--- src/rtl/cpu_types_pkg.sv ---
// Shared CPU types: word width, mul/div opcodes and the mul/div sequencer states.
package cpu_types_pkg;

    localparam int unsigned WORD_W = 32;

    typedef enum logic [1:0] {
        MD_MULT  = 2'd0,
        MD_MULTU = 2'd1,
        MD_DIV   = 2'd2,
        MD_DIVU  = 2'd3
    } muldiv_op_t;

    typedef enum logic [1:0] {
        MD_IDLE  = 2'd0,
        MD_CALC  = 2'd1,
        MD_FIXUP = 2'd2
    } muldiv_state_t;

    function automatic logic md_is_div(input muldiv_op_t op);
        return (op == MD_DIV) || (op == MD_DIVU);
    endfunction

    function automatic logic md_is_signed(input muldiv_op_t op);
        return (op == MD_MULT) || (op == MD_DIV);
    endfunction

endpackage

--- src/rtl/muldiv_step.sv ---
// One radix-2 iteration: shift-add multiply, or restoring shift-subtract divide.
// The divide path exists only when MULDIV_DIV_EN is defined.
module muldiv_step
    import cpu_types_pkg::*;
#(
    parameter int unsigned WIDTH = WORD_W
) (
    input  logic             div_i,
    input  logic [WIDTH-1:0] acc_i,
    input  logic [WIDTH-1:0] x_i,
    input  logic [WIDTH-1:0] m_i,
    output logic [WIDTH-1:0] acc_o,
    output logic [WIDTH-1:0] x_o
);

    logic [WIDTH:0] sum_c;
`ifdef MULDIV_DIV_EN
    logic [WIDTH:0] shifted_c;
    logic [WIDTH:0] diff_c;
`else
    logic unused_div;
    assign unused_div = div_i;
`endif

    always_comb begin
        // {acc, x} holds the partial product; the multiplier bit retires from x[0]
        sum_c = {1'b0, acc_i} + (x_i[0] ? {1'b0, m_i} : '0);
        acc_o = sum_c[WIDTH:1];
        x_o   = {sum_c[0], x_i[WIDTH-1:1]};
`ifdef MULDIV_DIV_EN
        // acc is the partial remainder; quotient bits enter x from the right
        shifted_c = {acc_i, x_i[WIDTH-1]};
        diff_c    = shifted_c - {1'b0, m_i};
        if (div_i) begin
            acc_o = diff_c[WIDTH] ? shifted_c[WIDTH-1:0] : diff_c[WIDTH-1:0];
            x_o   = {x_i[WIDTH-2:0], ~diff_c[WIDTH]};
        end
`endif
    end

endmodule

--- src/rtl/muldiv_unit.sv ---
// Iterative multiply/divide unit owning the architectural HI/LO registers.
// Define MULDIV_DIV_EN to build the divide datapath; otherwise divides finish at once with divzero_o.
module muldiv_unit
    import cpu_types_pkg::*;
#(
    parameter int unsigned WIDTH = WORD_W
) (
    input  logic             CLK,
    input  logic             RST,
    input  logic             start_i,
    input  muldiv_op_t       op_i,
    input  logic [WIDTH-1:0] a_i,
    input  logic [WIDTH-1:0] b_i,
    input  logic             flush_i,
    input  logic             hi_we_i,
    input  logic             lo_we_i,
    input  logic [WIDTH-1:0] wdata_i,
    output logic             busy_o,
    output logic             done_o,
    output logic             divzero_o,
    output logic [WIDTH-1:0] hi_o,
    output logic [WIDTH-1:0] lo_o
);

    localparam int unsigned      CNT_W    = $clog2(WIDTH);
    localparam logic [CNT_W-1:0] CNT_LAST = CNT_W'(WIDTH - 1);

    muldiv_state_t    state_q, state_d;
    muldiv_op_t       op_q, op_d;
    logic [CNT_W-1:0] cnt_q, cnt_d;
    logic [WIDTH-1:0] acc_q, acc_d;
    logic [WIDTH-1:0] x_q, x_d;
    logic [WIDTH-1:0] m_q, m_d;
    logic [WIDTH-1:0] hi_q, hi_d;
    logic [WIDTH-1:0] lo_q, lo_d;
    logic             neg_q, neg_d;
    logic             busy_q, busy_d;
    logic             done_q, done_d;
    logic             divzero_q, divzero_d;
`ifdef MULDIV_DIV_EN
    logic             rneg_q, rneg_d;
    logic             bzero_q, bzero_d;
    logic [WIDTH-1:0] adiv_q, adiv_d;
`endif

    logic             sgn_op_c;
    logic [WIDTH-1:0] mag_a_c, mag_b_c;
    logic [WIDTH-1:0] step_acc_c, step_x_c;
    logic [2*WIDTH-1:0] prod_c;

    muldiv_step #(.WIDTH(WIDTH)) u_step (
        .div_i (md_is_div(op_q)),
        .acc_i (acc_q),
        .x_i   (x_q),
        .m_i   (m_q),
        .acc_o (step_acc_c),
        .x_o   (step_x_c)
    );

    // Operand magnitudes; the iteration always runs unsigned
    always_comb begin
        sgn_op_c = md_is_signed(op_i);
        mag_a_c  = (sgn_op_c && a_i[WIDTH-1]) ? -a_i : a_i;
        mag_b_c  = (sgn_op_c && b_i[WIDTH-1]) ? -b_i : b_i;
    end

    always_comb begin
        state_d   = state_q;
        op_d      = op_q;
        cnt_d     = cnt_q;
        acc_d     = acc_q;
        x_d       = x_q;
        m_d       = m_q;
        hi_d      = hi_q;
        lo_d      = lo_q;
        neg_d     = neg_q;
        done_d    = 1'b0;
        divzero_d = 1'b0;
`ifdef MULDIV_DIV_EN
        rneg_d    = rneg_q;
        bzero_d   = bzero_q;
        adiv_d    = adiv_q;
`endif
        prod_c = {acc_q, x_q};
        if (neg_q) begin
            prod_c = -prod_c;
        end

        case (state_q)
            MD_IDLE: begin
                if (start_i && !flush_i) begin
                    op_d  = op_i;
                    cnt_d = '0;
                    acc_d = '0;
                    neg_d = sgn_op_c && (a_i[WIDTH-1] ^ b_i[WIDTH-1]);
                    if (md_is_div(op_i)) begin
                        x_d = mag_a_c;
                        m_d = mag_b_c;
`ifdef MULDIV_DIV_EN
                        rneg_d  = sgn_op_c && a_i[WIDTH-1];
                        bzero_d = (b_i == '0);
                        adiv_d  = a_i;
                        state_d = MD_CALC;
`else
                        state_d = MD_FIXUP;
`endif
                    end else begin
                        x_d     = mag_b_c;
                        m_d     = mag_a_c;
                        state_d = MD_CALC;
                    end
                end else begin
                    if (hi_we_i) hi_d = wdata_i;
                    if (lo_we_i) lo_d = wdata_i;
                end
            end
            MD_CALC: begin
                if (flush_i) begin
                    state_d = MD_IDLE;
                    cnt_d   = '0;
                end else begin
                    acc_d = step_acc_c;
                    x_d   = step_x_c;
                    if (cnt_q == CNT_LAST) begin
                        cnt_d   = '0;
                        state_d = MD_FIXUP;
                    end else begin
                        cnt_d = cnt_q + 1'b1;
                    end
                end
            end
            MD_FIXUP: begin
                state_d = MD_IDLE;
                if (!flush_i) begin
                    done_d = 1'b1;
                    if (md_is_div(op_q)) begin
`ifdef MULDIV_DIV_EN
                        if (bzero_q) begin
                            lo_d      = '1;
                            hi_d      = adiv_q;
                            divzero_d = 1'b1;
                        end else begin
                            lo_d = neg_q  ? -x_q   : x_q;
                            hi_d = rneg_q ? -acc_q : acc_q;
                        end
`else
                        divzero_d = 1'b1;
`endif
                    end else begin
                        hi_d = prod_c[2*WIDTH-1:WIDTH];
                        lo_d = prod_c[WIDTH-1:0];
                    end
                end
            end
            default: begin
                state_d = MD_IDLE;
                cnt_d   = '0;
            end
        endcase

        busy_d = (state_d != MD_IDLE);
    end

    always_ff @(posedge CLK or posedge RST) begin
        if (RST) begin
            state_q   <= MD_IDLE;
            op_q      <= MD_MULT;
            cnt_q     <= '0;
            acc_q     <= '0;
            x_q       <= '0;
            m_q       <= '0;
            hi_q      <= '0;
            lo_q      <= '0;
            neg_q     <= 1'b0;
            busy_q    <= 1'b0;
            done_q    <= 1'b0;
            divzero_q <= 1'b0;
`ifdef MULDIV_DIV_EN
            rneg_q    <= 1'b0;
            bzero_q   <= 1'b0;
            adiv_q    <= '0;
`endif
        end else begin
            state_q   <= state_d;
            op_q      <= op_d;
            cnt_q     <= cnt_d;
            acc_q     <= acc_d;
            x_q       <= x_d;
            m_q       <= m_d;
            hi_q      <= hi_d;
            lo_q      <= lo_d;
            neg_q     <= neg_d;
            busy_q    <= busy_d;
            done_q    <= done_d;
            divzero_q <= divzero_d;
`ifdef MULDIV_DIV_EN
            rneg_q    <= rneg_d;
            bzero_q   <= bzero_d;
            adiv_q    <= adiv_d;
`endif
        end
    end

    assign busy_o    = busy_q;
    assign done_o    = done_q;
    assign divzero_o = divzero_q;
    assign hi_o      = hi_q;
    assign lo_o      = lo_q;

endmodule
--- config.mk ---
export PLATFORM = sky130hd
export DESIGN_NAME = muldiv_unit
export DESIGN_NICKNAME = d
export VERILOG_FILES = /design/src/rtl/cpu_types_pkg.sv /design/src/rtl/muldiv_step.sv /design/src/rtl/muldiv_unit.sv
export SDC_FILE = /design/constraint.sdc
export NUM_CORES = 1
export LEC_CHECK = 0
export ABC_AREA = 1
export BUFFER_PORTS_ARGS = -buffer_cell sky130_fd_sc_hd__buf_2
export CAP_MARGIN = 20
export CELL_PAD_IN_SITES_DETAIL_PLACEMENT = 1
export CELL_PAD_IN_SITES_GLOBAL_PLACEMENT = 1
export CORE_MARGIN = 2
export CORE_UTILIZATION = 42
export DETAILED_ROUTE_END_ITERATION = 10
export HOLD_SLACK_MARGIN = 0.1
export PLACE_DENSITY_LB_ADDON = 0.1
export SYNTH_ARGS = -nofsm -noshare
export SYNTH_HDL_FRONTEND = slang
export SYNTH_SLANG_ARGS = --single-unit
export TNS_END_PERCENT = 1
--- constraint.sdc ---
create_clock -name CLK -period 5.4 [get_ports CLK]
set_input_delay 0.27 -clock CLK [delete_from_list [all_inputs] [get_ports CLK]]
set_output_delay 0.27 -clock CLK [all_outputs]
set_load 0.03 [all_outputs]
==> results by group <==
Worst setup path
  • Startpoint Class: flip-flop
  • Worst-path cell chain: nand2_1 > inv_1 > ha_1 > inv_1 > fa_1 > inv_1 > nand2_1 > o21ai_0 > nand2_1 > nand2_1 > nand2_1 > nand2_1 > nand2_1 > nand2_1 > nand2_1 > nand3_1 > o21ai_0
  • CP max-delay cell: dfrtp_1
  • Crit path capture type: flip-flop
  • Worst endpoint data arrival time: 3.67 ns
  • Critical path class: reg2reg
  • CP max FO: 35
  • CP dominant cell by count: nand2_1
  • Max stage delay on crit path: 1.01 ns
  • CP required: 5.70 ns

Logic synthesis
  • Compound-cell area share of the yosys netlist: 14.5%
  • Synthesized flop and latch total: 172
  • Top cells by area, synth: dfrtp_1, nand2_1, nand3_1, nor2_1, a21oi_1
  • Share of the synthesized area in the top cell type: 30.5%
  • Simple-Gate Fraction of Synth Area: 41.1%
  • Largest area contributor in the netlist: dfrtp_1
  • Synthesized cell area: 14100 sq um
  • Unique masters post-synth: 47
  • Post-synthesis xor/xnor area fraction: 1.31%
  • Avg Synthesized Cell Area: 6.12 sq um
  • Largest family of logic cells by synthesized area: simple AND/OR/NAND/NOR gates
  • Synth Area in Adders: 3.43%
  • Syn nets: 2443
  • Mux contribution to synthesized area: 0%
  • Yosys warns: 0
  • Sequential fraction of the synthesis area: 30.5%
  • Syn Inst Count: 2301

Floorplanning
  • Row count: 67
  • Die W: 187 um
  • Die height: 187 um
  • Die area: 35000 sq um
  • Core Area: 33300 sq um
  • Starting Density: 42.3%
  • I/O pin count: 171

CTS
  • Clock Pin Slew Worst Setup and Hold Paths: 0.08 ns
  • Quantity of gates resized following cts: 0
  • Clock Latency Late Sink: 0.45 ns
  • CTS tree: done
  • CTS buffer count: 17
  • Clock Tree Buf Depth: 2
  • Root Driver: clkbuf_16
  • Clk sinks: 172
  • H-Tree Depth: 4
  • Setup bufs post-CTS: 0

Routing
  • Vias: 16.2k
  • Average routed wire per standard cell: 21.0 um
  • Via density: 5.63
  • Residual DRC count: 0
  • Detail Route Antenna Nets: 0
  • Pre-antenna DRT Iters: 5
  • DRT iter0 DRCs: 1177
  • WL final: 60.5 mm

Timing
  • Fin. Hold Viols: 0
  • Max Transition Viols Final: 0
  • RSZ-0062 raised after global routing: false
  • Final worst path period share: 62.4%
  • Fin Setup TNS: 0 ns
  • Peak Freq: 0.297 GHz
  • Tightest Pin Transition: 1.09 ns
  • Final Setup Violations: 0
  • Clock Skews: 0.0131 ns
  • Worst rel slew slack: 26.9%
  • Post-layout min period: 3.37 ns
  • Setup WS post-layout: 2.03 ns

GRT
  • Vias in the first global route: 16.4k
  • GRT Total Usage: 34.6%
  • Largest net degree at the start of global routing: 67
  • First-pass GRT wire length: 94.4 mm
  • Initial antenna violation count: 0
  • Gr ovfl total: 0

Power
  • Design Power: 5.46 mW
  • Worst vdd ir: 219 uV
  • Pwr/cell area: 343 nW/um^2
  • Leak: 8.05 nW

Place
  • Placer Congestion: 0.977
  • Post-Place Worst Slack: 2.06 ns
  • Dpl hpwl: 48.4 mm
  • IO buf count: 170

Final layout
  • Sequential cell area: 4310 sq um
  • Most frequent cells in the layout: nand2_1, nor2_1, nand3_1
  • Leading cell type in the layout, fill and taps excluded: nand2_1
  • Area of the multi-input gates: 8500 sq um
  • Fill cells: 4703
  • Fin nets: 2567
  • Layout cell share with drive strength beyond 1: 11.2%
  • Post-layout util: 47.7%
  • Area Growth Syn to Fin: 12.7%
  • Antenna Cells: 0

Status
  • Status: completed

Job
  • Max-Cap Viols: 0

Hold path
  • Min-Delay Path Class: in2reg
-- sequential cells by signal, indices dropped and copies added, names as in the netlist --
register / cells
neg_q: 1
x_q: 32
state_q: 2
done_o: 1
lo_o: 32
cnt_q: 5
m_q: 32
hi_o: 32
acc_q: 32
busy_o: 1
op_q: 1
divzero_o: 1
-- final cells by class --
cell class | count | share of cell area [%]
Multi-Input combinational cell | 1799 | 53.5
Timing Repair Buffer | 186 | 6.14
Tap cell | 448 | 3.53
Inverter | 249 | 5.92
Clock inverter | 13 | 0.969
Sequential cell | 172 | 27.1
Clock buffer | 19 | 2.79
-- worst paths after layout --
path / from / end / slack (ns) / cells past startpoint
hold / removal: wdata_i[3] / lo_o[3] / 0.12 / 3
setup / recovery: x_q[0] / acc_q[21] / 2.03 / 17
min in group asynchronous: RST / acc_q[26] / 0.38 / 3
hold reg to reg: lo_o[1] / lo_o[1] / 0.49 / 2
max in group asynchronous: RST / neg_q / 3.73 / 4
setup reg to reg: x_q[0] / acc_q[21] / 2.03 / 17
-- Yosys cell counts (all sizes together) --
library cell  count
a211o             2
o221ai            7
o21a              4
a211oi            1
o21ai           106
nand3           293
o21bai            5
o31ai             3
a32o              1
a21boi            1
nor3             13
and2              6
o32ai             2
a31oi            15
a22o              1
a21oi           199
a21o              2
dfrtp           172
fa                1
or2               7
xor2             18
ha               37
nand2           663
nor2            350
nand4            26
a22oi            12
inv             249
o211ai            6
nand3b            9
xnor2             3
o22ai             5
clkbuf           34
buf              47
nor4              1
-- through the flow --
step,instances,instance area (sq um),hold slack (ns)
2_1_floorplan,2301,14100,0.336
3_3_place_gp,2852,15300,0.312
3_5_place_dp,2852,15300,0.319
4_1_cts,2886,15900,0.106
5_1_grt,2886,15900,0.122
6_report,2886,15900,0.119
-- power breakdown --
group	internal, mW	switching [mW]
combinational	0.672	1.56
clock	0.709	0.594
sequential	1.58	0.342
-- layer usage --
| metal | up-vias | track usage, % | part of all wire (%) |
|---|---|---|---|
| li1 | 7740 | - | - |
| met1 | 7907 | 46.0 | 44 |
| met2 | 482 | 56.7 | 47 |
| met3 | 115 | 3.88 | 4.6 |
| met4 | 0 | 15.8 | 4.7 |
| met5 | - | 0 | 0 |
-- critical path: cells and delay by family, from the launching register on --
kind            cells  cell delay, ns
compound gates      2            0.48
simple gates       10            0.99
buf+inv             3            0.24
fa+ha+maj           2            0.49
flops               1            1.01
-- cell families (layout without fill, tap and decap cells) --
| group | after synthesis | in the layout |
|---|---|---|
| AND/OR/NAND/NOR | 1368 | 1368 |
| AO/OA/AOI/OAI | 372 | 372 |
| buffers and inverters | 330 | 467 |
| flip-flops | 172 | 172 |
| adder cells (fa/ha/maj) | 38 | 38 |
| XOR/XNOR | 21 | 21 |
-- repair_timing --
action                                  CTS  global route
hold buffers                              2             0
hold endpoints to repair                 44             0
endpoints found under the setup margin    0             0
Power figures use the tool's default switching activity.
